<file path="config.mk">
export PLATFORM = sky130hd
export DESIGN_NAME = pipe_operand_feeder_flat
export DESIGN_NICKNAME = d
export VERILOG_FILES = /design/src/rtl/pipe_operand_feeder_if.sv /design/src/rtl/pipe_operand_feeder.sv /design/src/flat_wrapper.sv
export SDC_FILE = /design/constraint.sdc
export NUM_CORES = 1
export LEC_CHECK = 0
export ABC_CLOCK_PERIOD_IN_PS = 2150
export BUFFER_PORTS_ARGS = -buffer_cell sky130_fd_sc_hd__buf_2
export CORE_MARGIN = 2
export CORE_UTILIZATION = 52
export DETAILED_ROUTE_END_ITERATION = 7
export PLACE_DENSITY = 0.87
export SETUP_SLACK_MARGIN = 0.05
export SYNTH_ARGS = -nofsm -noshare
export SYNTH_HDL_FRONTEND = slang
export SYNTH_SLANG_ARGS = --single-unit
</file>
<file path="constraint.sdc">
create_clock -name clk -period 2.15 [get_ports clk]
set_clock_uncertainty 0.1 [all_clocks]
set_input_delay 0 -clock clk [delete_from_list [all_inputs] [get_ports clk]]
set_output_delay 0 -clock clk [all_outputs]
set_load 0.02 [all_outputs]
</file>
<file path="src/rtl/pipe_operand_feeder_if.sv">
// Handshake and data bundle between the operand feeder, its upstream producer
// and the 3-stage arithmetic pipeline it drives.
interface pipe_operand_feeder_if #(
  parameter int N     = 10,
  parameter int DEPTH = 4,
  parameter int TAGW  = 8
);
  localparam int CW = $clog2(DEPTH) + 1;

  logic            in_valid;
  logic            in_ready;
  logic [N-1:0]    in_a;
  logic [N-1:0]    in_b;
  logic [N-1:0]    in_c;
  logic [N-1:0]    in_d;
  logic            iss_en;
  logic [N-1:0]    iss_a;
  logic [N-1:0]    iss_b;
  logic [N-1:0]    iss_c;
  logic [N-1:0]    iss_d;
  logic            iss_valid;
  logic [N-1:0]    f_in;
  logic            res_valid;
  logic [N-1:0]    res_f;
  logic [TAGW-1:0] res_tag;
  logic [CW-1:0]   count;

  modport master (
    output in_valid, in_a, in_b, in_c, in_d, iss_en, f_in,
    input  in_ready, iss_a, iss_b, iss_c, iss_d, iss_valid,
           res_valid, res_f, res_tag, count
  );

  modport slave (
    input  in_valid, in_a, in_b, in_c, in_d, iss_en, f_in,
    output in_ready, iss_a, iss_b, iss_c, iss_d, iss_valid,
           res_valid, res_f, res_tag, count
  );
endinterface

</file>
<file path="src/rtl/pipe_operand_feeder.sv">
// Issue stage for the 3-stage arithmetic pipeline: buffers operand sets in a
// small FIFO, issues one per cycle and tags the returning F with valid/sequence.
module pipe_operand_feeder #(
  parameter int N     = 10,
  parameter int DEPTH = 4,
  parameter int LAT   = 3,
  parameter int TAGW  = 8
) (
  input logic                    clk,
  input logic                    rst_n,
  pipe_operand_feeder_if.slave   bus
);
  localparam int AW = $clog2(DEPTH);
  localparam int CW = AW + 1;

  typedef struct packed {
    logic [N-1:0] a;
    logic [N-1:0] b;
    logic [N-1:0] c;
    logic [N-1:0] d;
  } opset_t;

  opset_t            mem [DEPTH];
  logic [AW-1:0]     wr_ptr;
  logic [AW-1:0]     rd_ptr;
  logic [CW-1:0]     cnt;
  logic              push;
  logic              pop;
  logic              in_ready;

  opset_t            iss_q;
  logic              iss_valid_q;
  logic [TAGW-1:0]   iss_tag_q;
  logic [TAGW-1:0]   tag_ctr;

  logic [LAT-1:0]            vld_sr;
  logic [LAT-1:0][TAGW-1:0]  tag_sr;

  // Full-ness is judged on the registered count only; a same-cycle pop does
  // not open a slot until the next cycle.
  assign in_ready = (cnt < CW'(DEPTH));
  assign push     = bus.in_valid && in_ready;
  assign pop      = bus.iss_en && (cnt != '0);

  // NOTE: the storage array has no reset; only pointers and count define
  // which entries are live, so stale contents are never observed.
  always_ff @(posedge clk) begin
    if (push) mem[wr_ptr] <= {bus.in_a, bus.in_b, bus.in_c, bus.in_d};
  end

  // NOTE: every register below uses non-blocking assignment so all state
  // updates see the pre-edge values of their neighbours.
  always_ff @(posedge clk or negedge rst_n) begin
    if (!rst_n) begin
      wr_ptr      <= '0;
      rd_ptr      <= '0;
      cnt         <= '0;
      iss_q       <= '0;
      iss_valid_q <= 1'b0;
      iss_tag_q   <= '0;
      tag_ctr     <= '0;
    end else begin
      if (push) wr_ptr <= wr_ptr + AW'(1);
      if (pop)  rd_ptr <= rd_ptr + AW'(1);

      case ({push, pop})
        2'b10:   cnt <= cnt + CW'(1);
        2'b01:   cnt <= cnt - CW'(1);
        default: cnt <= cnt;
      endcase

      iss_valid_q <= pop;
      if (pop) begin
        iss_q     <= mem[rd_ptr];
        iss_tag_q <= tag_ctr;
        tag_ctr   <= tag_ctr + TAGW'(1);
      end
    end
  end

  // Valid/tag travel alongside the data inside the arithmetic pipeline.
  always_ff @(posedge clk or negedge rst_n) begin
    if (!rst_n) begin
      vld_sr <= '0;
      tag_sr <= '0;
    end else begin
      for (int i = LAT - 1; i > 0; i--) begin
        vld_sr[i] <= vld_sr[i-1];
        tag_sr[i] <= tag_sr[i-1];
      end
      vld_sr[0] <= iss_valid_q;
      tag_sr[0] <= iss_tag_q;
    end
  end

  assign bus.in_ready  = in_ready;
  assign bus.count     = cnt;
  assign bus.iss_a     = iss_q.a;
  assign bus.iss_b     = iss_q.b;
  assign bus.iss_c     = iss_q.c;
  assign bus.iss_d     = iss_q.d;
  assign bus.iss_valid = iss_valid_q;
  assign bus.res_valid = vld_sr[LAT-1];
  assign bus.res_tag   = tag_sr[LAT-1];
  assign bus.res_f     = vld_sr[LAT-1] ? bus.f_in : '0;
endmodule

</file>
<file path="src/flat_wrapper.sv">
// flat-port wrapper written by rule: the top's interface ports become plain ports
module pipe_operand_feeder_flat 
#(
  parameter int N     = 10,
  parameter int DEPTH = 4,
  parameter int LAT   = 3,
  parameter int TAGW  = 8
)
  (clk, rst_n, bus_in_valid, bus_in_a, bus_in_b, bus_in_c, bus_in_d, bus_iss_en, bus_f_in, bus_in_ready, bus_iss_a, bus_iss_b, bus_iss_c, bus_iss_d, bus_iss_valid, bus_res_valid, bus_res_f, bus_res_tag, bus_count);
  pipe_operand_feeder_if #(.N(N), .DEPTH(DEPTH), .TAGW(TAGW)) bus_i ();
  input logic clk;
  input logic rst_n;
  input wire logic [$bits(bus_i.in_valid)-1:0] bus_in_valid;
  input wire logic [$bits(bus_i.in_a)-1:0] bus_in_a;
  input wire logic [$bits(bus_i.in_b)-1:0] bus_in_b;
  input wire logic [$bits(bus_i.in_c)-1:0] bus_in_c;
  input wire logic [$bits(bus_i.in_d)-1:0] bus_in_d;
  input wire logic [$bits(bus_i.iss_en)-1:0] bus_iss_en;
  input wire logic [$bits(bus_i.f_in)-1:0] bus_f_in;
  output wire logic [$bits(bus_i.in_ready)-1:0] bus_in_ready;
  output wire logic [$bits(bus_i.iss_a)-1:0] bus_iss_a;
  output wire logic [$bits(bus_i.iss_b)-1:0] bus_iss_b;
  output wire logic [$bits(bus_i.iss_c)-1:0] bus_iss_c;
  output wire logic [$bits(bus_i.iss_d)-1:0] bus_iss_d;
  output wire logic [$bits(bus_i.iss_valid)-1:0] bus_iss_valid;
  output wire logic [$bits(bus_i.res_valid)-1:0] bus_res_valid;
  output wire logic [$bits(bus_i.res_f)-1:0] bus_res_f;
  output wire logic [$bits(bus_i.res_tag)-1:0] bus_res_tag;
  output wire logic [$bits(bus_i.count)-1:0] bus_count;
  assign bus_i.in_valid = bus_in_valid;
  assign bus_i.in_a = bus_in_a;
  assign bus_i.in_b = bus_in_b;
  assign bus_i.in_c = bus_in_c;
  assign bus_i.in_d = bus_in_d;
  assign bus_i.iss_en = bus_iss_en;
  assign bus_i.f_in = bus_f_in;
  assign bus_in_ready = bus_i.in_ready;
  assign bus_iss_a = bus_i.iss_a;
  assign bus_iss_b = bus_i.iss_b;
  assign bus_iss_c = bus_i.iss_c;
  assign bus_iss_d = bus_i.iss_d;
  assign bus_iss_valid = bus_i.iss_valid;
  assign bus_res_valid = bus_i.res_valid;
  assign bus_res_f = bus_i.res_f;
  assign bus_res_tag = bus_i.res_tag;
  assign bus_count = bus_i.count;
  pipe_operand_feeder #(.N(N), .DEPTH(DEPTH), .LAT(LAT), .TAGW(TAGW)) u_core (.clk(clk), .rst_n(rst_n), .bus(bus_i));
endmodule
</file>
; ---- Word-level counts from Yosys, hierarchy flattened
; Memory sizes are Yosys's and may differ from the RTL's. A register that Yosys moved wholly into a read port is not among the register bits.
; Cells that the tools add are included.
[totals]
regBits = 51
mem_bits_rw = 160
inputBits = 54
output_inout_bits = 64
wordCells = 28
mem_count = 1
[mem_list]
columns = name, depth, width, rd, rd_ports_with_merged_regs, write_ports, line_no
row1 = u_core.mem, 4, 40, 1, 1, 1, pipe_operand_feeder.sv:23  ; opset_t mem [DEPTH];
[classes]
n_addsub = 5
n_lt_le_gt_ge = 1
eq_ne = 2
muxes = 4
n_reduce_logical = 5
[op_table]
columns = operator, n
row1 = $mux 10, 1
row2 = $add 8x1->8 const B, 1
row3 = $pmux 3 s2, 1
row4 = $add 2x1->2 const B, 2
row5 = $add 3x1->3 const B, 1
row6 = $lt 3x3->1 const B, 1
row7 = $reduce_bool 3->1, 1
row8 = $sub 3x1->3 const B, 1
row9 = $eq 2x1->1 const B, 1
row10 = $eq 2x2->1 const B, 1
row11 = $logic_and 1x1->1, 2
row12 = $mux 1, 2
row13 = $reduce_bool 2->1, 1
row14 = $logic_not 1->1, 1

; ---- Logic depth before layout (Yosys ltp)
[logic_depth]
ltp_word = 4
depth_mapped = 9
depth_no_buf = 8

; ---- Worst setup path after synthesis
; No wires, ideal clock.
[synth_path]
path_kind = flip-flop to flip-flop
startpoint = register u_core.cnt[2] (netlist: u_core.bus.count[2])
endpoint = memory u_core.mem[0][0] (netlist name) (enable)
setup_time_ps = 401
arrival_time_ps = 1845
required_time_ps = 1649
setup_slack_ps = -196
path_stages_with_launch = 4
period_less_slack_ps = 2346
cell_sequence = dfrtp_1 -> nor2b_1 -> clkbuf_1 -> and2_1
[synth_via]
elab_chain_cells = 4
[synth_lines]
columns = item, line_no
row1 = from (decl), pipe_operand_feeder.sv:26  ; logic [CW-1:0] cnt;
row2 = from (signal assigned), pipe_operand_feeder.sv:67  ; 2'b10: cnt <= cnt + CW'(1);
row3 = from (signal assigned), pipe_operand_feeder.sv:68  ; 2'b01: cnt <= cnt - CW'(1);
row4 = from (signal assigned), pipe_operand_feeder.sv:69  ; default: cnt <= cnt;
row5 = $lt 3x3->1, pipe_operand_feeder.sv:41  ; assign in_ready = (cnt < CW'(DEPTH));
row6 = $logic_and 1x1->1, pipe_operand_feeder.sv:42  ; assign push = bus.in_valid && in_ready;
row7 = $mux 1, pipe_operand_feeder.sv:48  ; if (push) mem[wr_ptr] <= {bus.in_a, bus.in_b, bus.in_c, bus.in_d};
row8 = $mux 1 (not written as such), pipe_operand_feeder.sv:48
row9 = to (decl), pipe_operand_feeder.sv:23
; Every way passes these cells.

; ---- Worst setup path in the final report
[layout_path]
startpoint = register u_core.cnt[0] (netlist: u_core.bus.count[0])
endpoint = register u_core.tag_ctr[7]
[layout_via]
elab_chain_cells = 2
[layout_lines]
columns = item, line_no
row1 = $reduce_bool 3->1, pipe_operand_feeder.sv:43  ; assign pop = bus.iss_en && (cnt != '0);
row2 = $logic_and 1x1->1, pipe_operand_feeder.sv:43
row3 = to (signal assigned), pipe_operand_feeder.sv:76  ; tag_ctr <= tag_ctr + TAGW'(1);
row4 = to (decl), pipe_operand_feeder.sv:34  ; logic [TAGW-1:0] tag_ctr;
; Every way passes these cells.
; A chain may end at the register's enable or synchronous reset.

==> summary.md <==
| Metric | Value |
|---|---|
| Kind of critical path | `reg2reg` |
| H-tree depth | `1` |
| Crit end category | `flip-flop` |
| Ranking of synthesized cells by area | `edfxtp_1, dfrtp_1, mux4_2` |
| Die X | `137 um` |
| Grt ovf | `0` |
| Reg2reg start | `u_core.bus.count[0]` |
| Ports | `118` |
| Detailed Routing Iterations Pass 1 | `4` |
| Pin count of the biggest net entering global routing | `57` |
| Syn nets | `588` |
| R2r worst-path depth | `4` |
| Slowest CP cell | `buf_4` |
| Max Fclk | `528 MHz` |
| Yosys warnings | `0` |
| CP delay by family, top | `buffers and inverters` |
| VDD IR max | `0.000886 V` |
| Final Cycle Share | `88.1%` |
| Critical Path Start | `u_core.bus.count[0]` |
| Ratio of cells with drive above 1 in the final layout | `30.3%` |
| Cell area after layout | `11,300 um2` |
| WL/cell | `18.6 um` |
| Vias per cell | `5.23` |
| Final hold violation count | `0` |
| Placed cell areas | `10,000 um2` |
| Routability cong. | `0.755` |
| Buffers & Inverters on Critical Path | `1` |
| Worst-Margin Slew | `0.646 ns` |
| Row cnt | `48` |
| Post-synth EDFFs | `160` |
| Post-route DRC violation count | `0` |
| Synth Instances | `527` |
| Total GRT Usage | `19.4%` |
| Total power | `0.0153 W` |
| Final setup vio count | `0` |
| Vias in the first global route | `5,283` |
| Share of the synthesized area in the top cell type | `52.1%` |
| Vias | `4,945` |
| CP Cell Sequence | `o31ai_4 > buf_4 > nor4_1 > xor2_1` |
| Max-cap violations | `0` |
| Initial drt markers | `336` |
| CTS buffer count | `25` |
| Die Y | `137 um` |
| CTS tree | `yes` |
| Max Slew Vio Count | `0` |
| Reg-to-Reg End | `u_core.tag_ctr[7]` |
| CP max FO | `56` |
| Pre-CTS setup slack | `0.268 ns` |
| Status | `finished clean` |
| Post-Layout Cell Count | `946` |
| IO buf count | `117` |
| Critical Path Sink | `u_core.tag_ctr[7]` |
| Setup bufs post-CTS | `0` |
| CP peak stage delay | `0.57 ns` |
| Critical Path AT | `2.17 ns` |
| Core area | `17,300 um2` |
| Tmin final | `1.89 ns` |
| Primary FF master, synth | `edfxtp_1` |
| Cells after DPL | `855` |
| Clock latency on the worst-skew pair | `0.52 ns` |
| Power per cell area | `1350 nW/um2` |
| RSZ-0062 raised after global routing | `no` |
| Cell area after synthesis | `9220 um2` |
| Cell taking the most area after synthesis | `edfxtp_1` |
| Worst Slack Setup Final | `0.256 ns` |
| Post-DRT Antenna Nets | `0` |
| Post-Route Setup TNS | `0 ns` |
| Levels on crit path | `4` |
| Clk sinks | `251` |
| Die area | `18,800 um2` |
| R2r setup slk | `0.26 ns` |
| Slew HR | `56.9%` |
| Yosys reg bits | `251` |
| Initial core utilization | `53.3%` |
| Sequential share of the synthesized area | `76.8%` |
| Final HPWL DP | `10.4 mm` |
| First-pass GRT wire length | `27.6 mm` |
| Area grow syn2layout | `22.6%` |
| HP Class | `in2reg` |
| Setup crit start kind | `flip-flop` |
| Synth async-reset ratio | `36.3%` |
| Clock root buffer | `clkbuf_16` |
| Initial antenna violation count | `1` |
| Post-synthesis cell type count | `26` |
| Nets | `763` |
| Avg Inst Size Synth | `17.5 um2` |
| WP data required | `2.42 ns` |
| CTS max path bufs | `3` |
| P_leak | `4.65 nW` |
| CTS clk-pin slew, worst paths | `0.06 ns` |
| Drt total wl | `17.6 mm` |
-- power by group --
| part | internal [W] | switching (W) | leakage [nW] |
|---|---|---|---|
| sequential | 0.00636 | 0.000634 | 2.57 |
| clock | 0.00243 | 0.00172 | 0.395 |
| combinational | 0.00176 | 0.00236 | 1.68 |
| total | 0.0106 | 0.00471 | 4.65 |
-- per-layer routing --
layer  routed length (um)  part of all wire, %  up-vias  track usage [%]
li1                     -                    -     2234                -
met2                 9230                   53      175             34.1
met4                  289                  1.6        0             5.78
met1                 6840                   39     2511             24.9
met3                 1200                  6.8       25             3.44
met5                    0                    0        -                0
-- cells in the final DEF (no fill, tap or decap), drive strengths merged, types with 2 or more instances in the layout --
master,n
inv,10
nor3,2
dlygate4sd3,44
clkinv,7
o21ai,2
edfxtp,160
mux4,40
and2,14
nand2,150
nand3,2
dfrtp,91
xor2,4
xnor2,9
buf,134
nor2,2
clkbuf,36
ha,6
-- worst min-delay path by stage --
stage                           start  cells past startpoint  slack [ns]             endpoint
after floorplan                 rst_n                      0       -0.40  u_core.bus.count[0]
after global placement          rst_n                      1       -0.11  u_core.bus.iss_a[9]
after detailed placement        rst_n                      1       -0.11  u_core.bus.iss_a[9]
after CTS                 bus_in_a[8]                      2        0.13    u_core.mem[2][38]
after global routing      bus_in_a[8]                      2        0.14    u_core.mem[2][38]
final                     bus_in_a[4]                      2        0.14    u_core.mem[2][34]
-- cells in the mapped netlist, drive strengths merged, types with 2 or more instances --
cell type  number
xor2            4
o21ai           2
clkbuf          2
nor3            2
dfrtp          91
mux4           40
inv             9
xnor2           9
nand3           2
nor2            2
edfxtp        160
nand2         150
and2           14
ha              6
buf            28
-- kinds of logic after synthesis --
group	count (synthesis)	share of synthesized area, %
XOR/XNOR	13	1.23
multiplexers	41	9.96
AO/OA/AOI/OAI	3	0.339
adder cells (fa/ha/maj)	7	1.03
flip-flops	251	76.8
AND/OR/NAND/NOR	173	7.56
buffers and inverters	39	3.07
-- metrics by stage --
stage               utilization (%)  hold WS [ns]
global route                   65.3         0.140
detailed placement             58.1        -0.110
CTS                            65.3         0.125
finish                         65.3         0.141
floorplan                         -        -0.396
global placement               58.1        -0.113
-- sequential cells by signal (all words and copies together) (netlist names) --
name,flops
u_core.bus.count,3
u_core.bus.iss_a,10
u_core.bus.iss_b,10
u_core.bus.iss_c,10
u_core.bus.iss_d,10
u_core.bus.iss_valid,1
u_core.bus.res_tag,8
u_core.iss_tag_q,8
u_core.mem,160
u_core.rd_ptr,2
u_core.tag_ctr,8
u_core.tag_sr,16
u_core.vld_sr,3
u_core.wr_ptr,2
-- what timing repair did --
action,CTS,global route
gates resized for setup,0,0
hold buffers,45,0
endpoints found under the hold margin,255,0
-- layout make-up --
cell class                      count  area, um2
Sequential cell                   251       7090
Fill cell                        1162       5990
Multi-Input combinational cell    237       1860
Timing Repair Buffer              178       1240
Clock buffer                       36        717
Tap cell                          225        282
Clock inverter                      9       76.3
Inverter                            9       33.8
Antenna cell                        1       2.50
-- worst reg2reg max path, delay by kind of cell (launching register included) --
family	cells	cell delay [ns]
flip-flops	1	0.44
XOR/XNOR	1	0.18
buffers and inverters	1	0.57
AND/OR/NAND/NOR	1	0.18
AO/OA/AOI/OAI	1	0.30
Note: power is estimated with default switching activity, not from simulation.
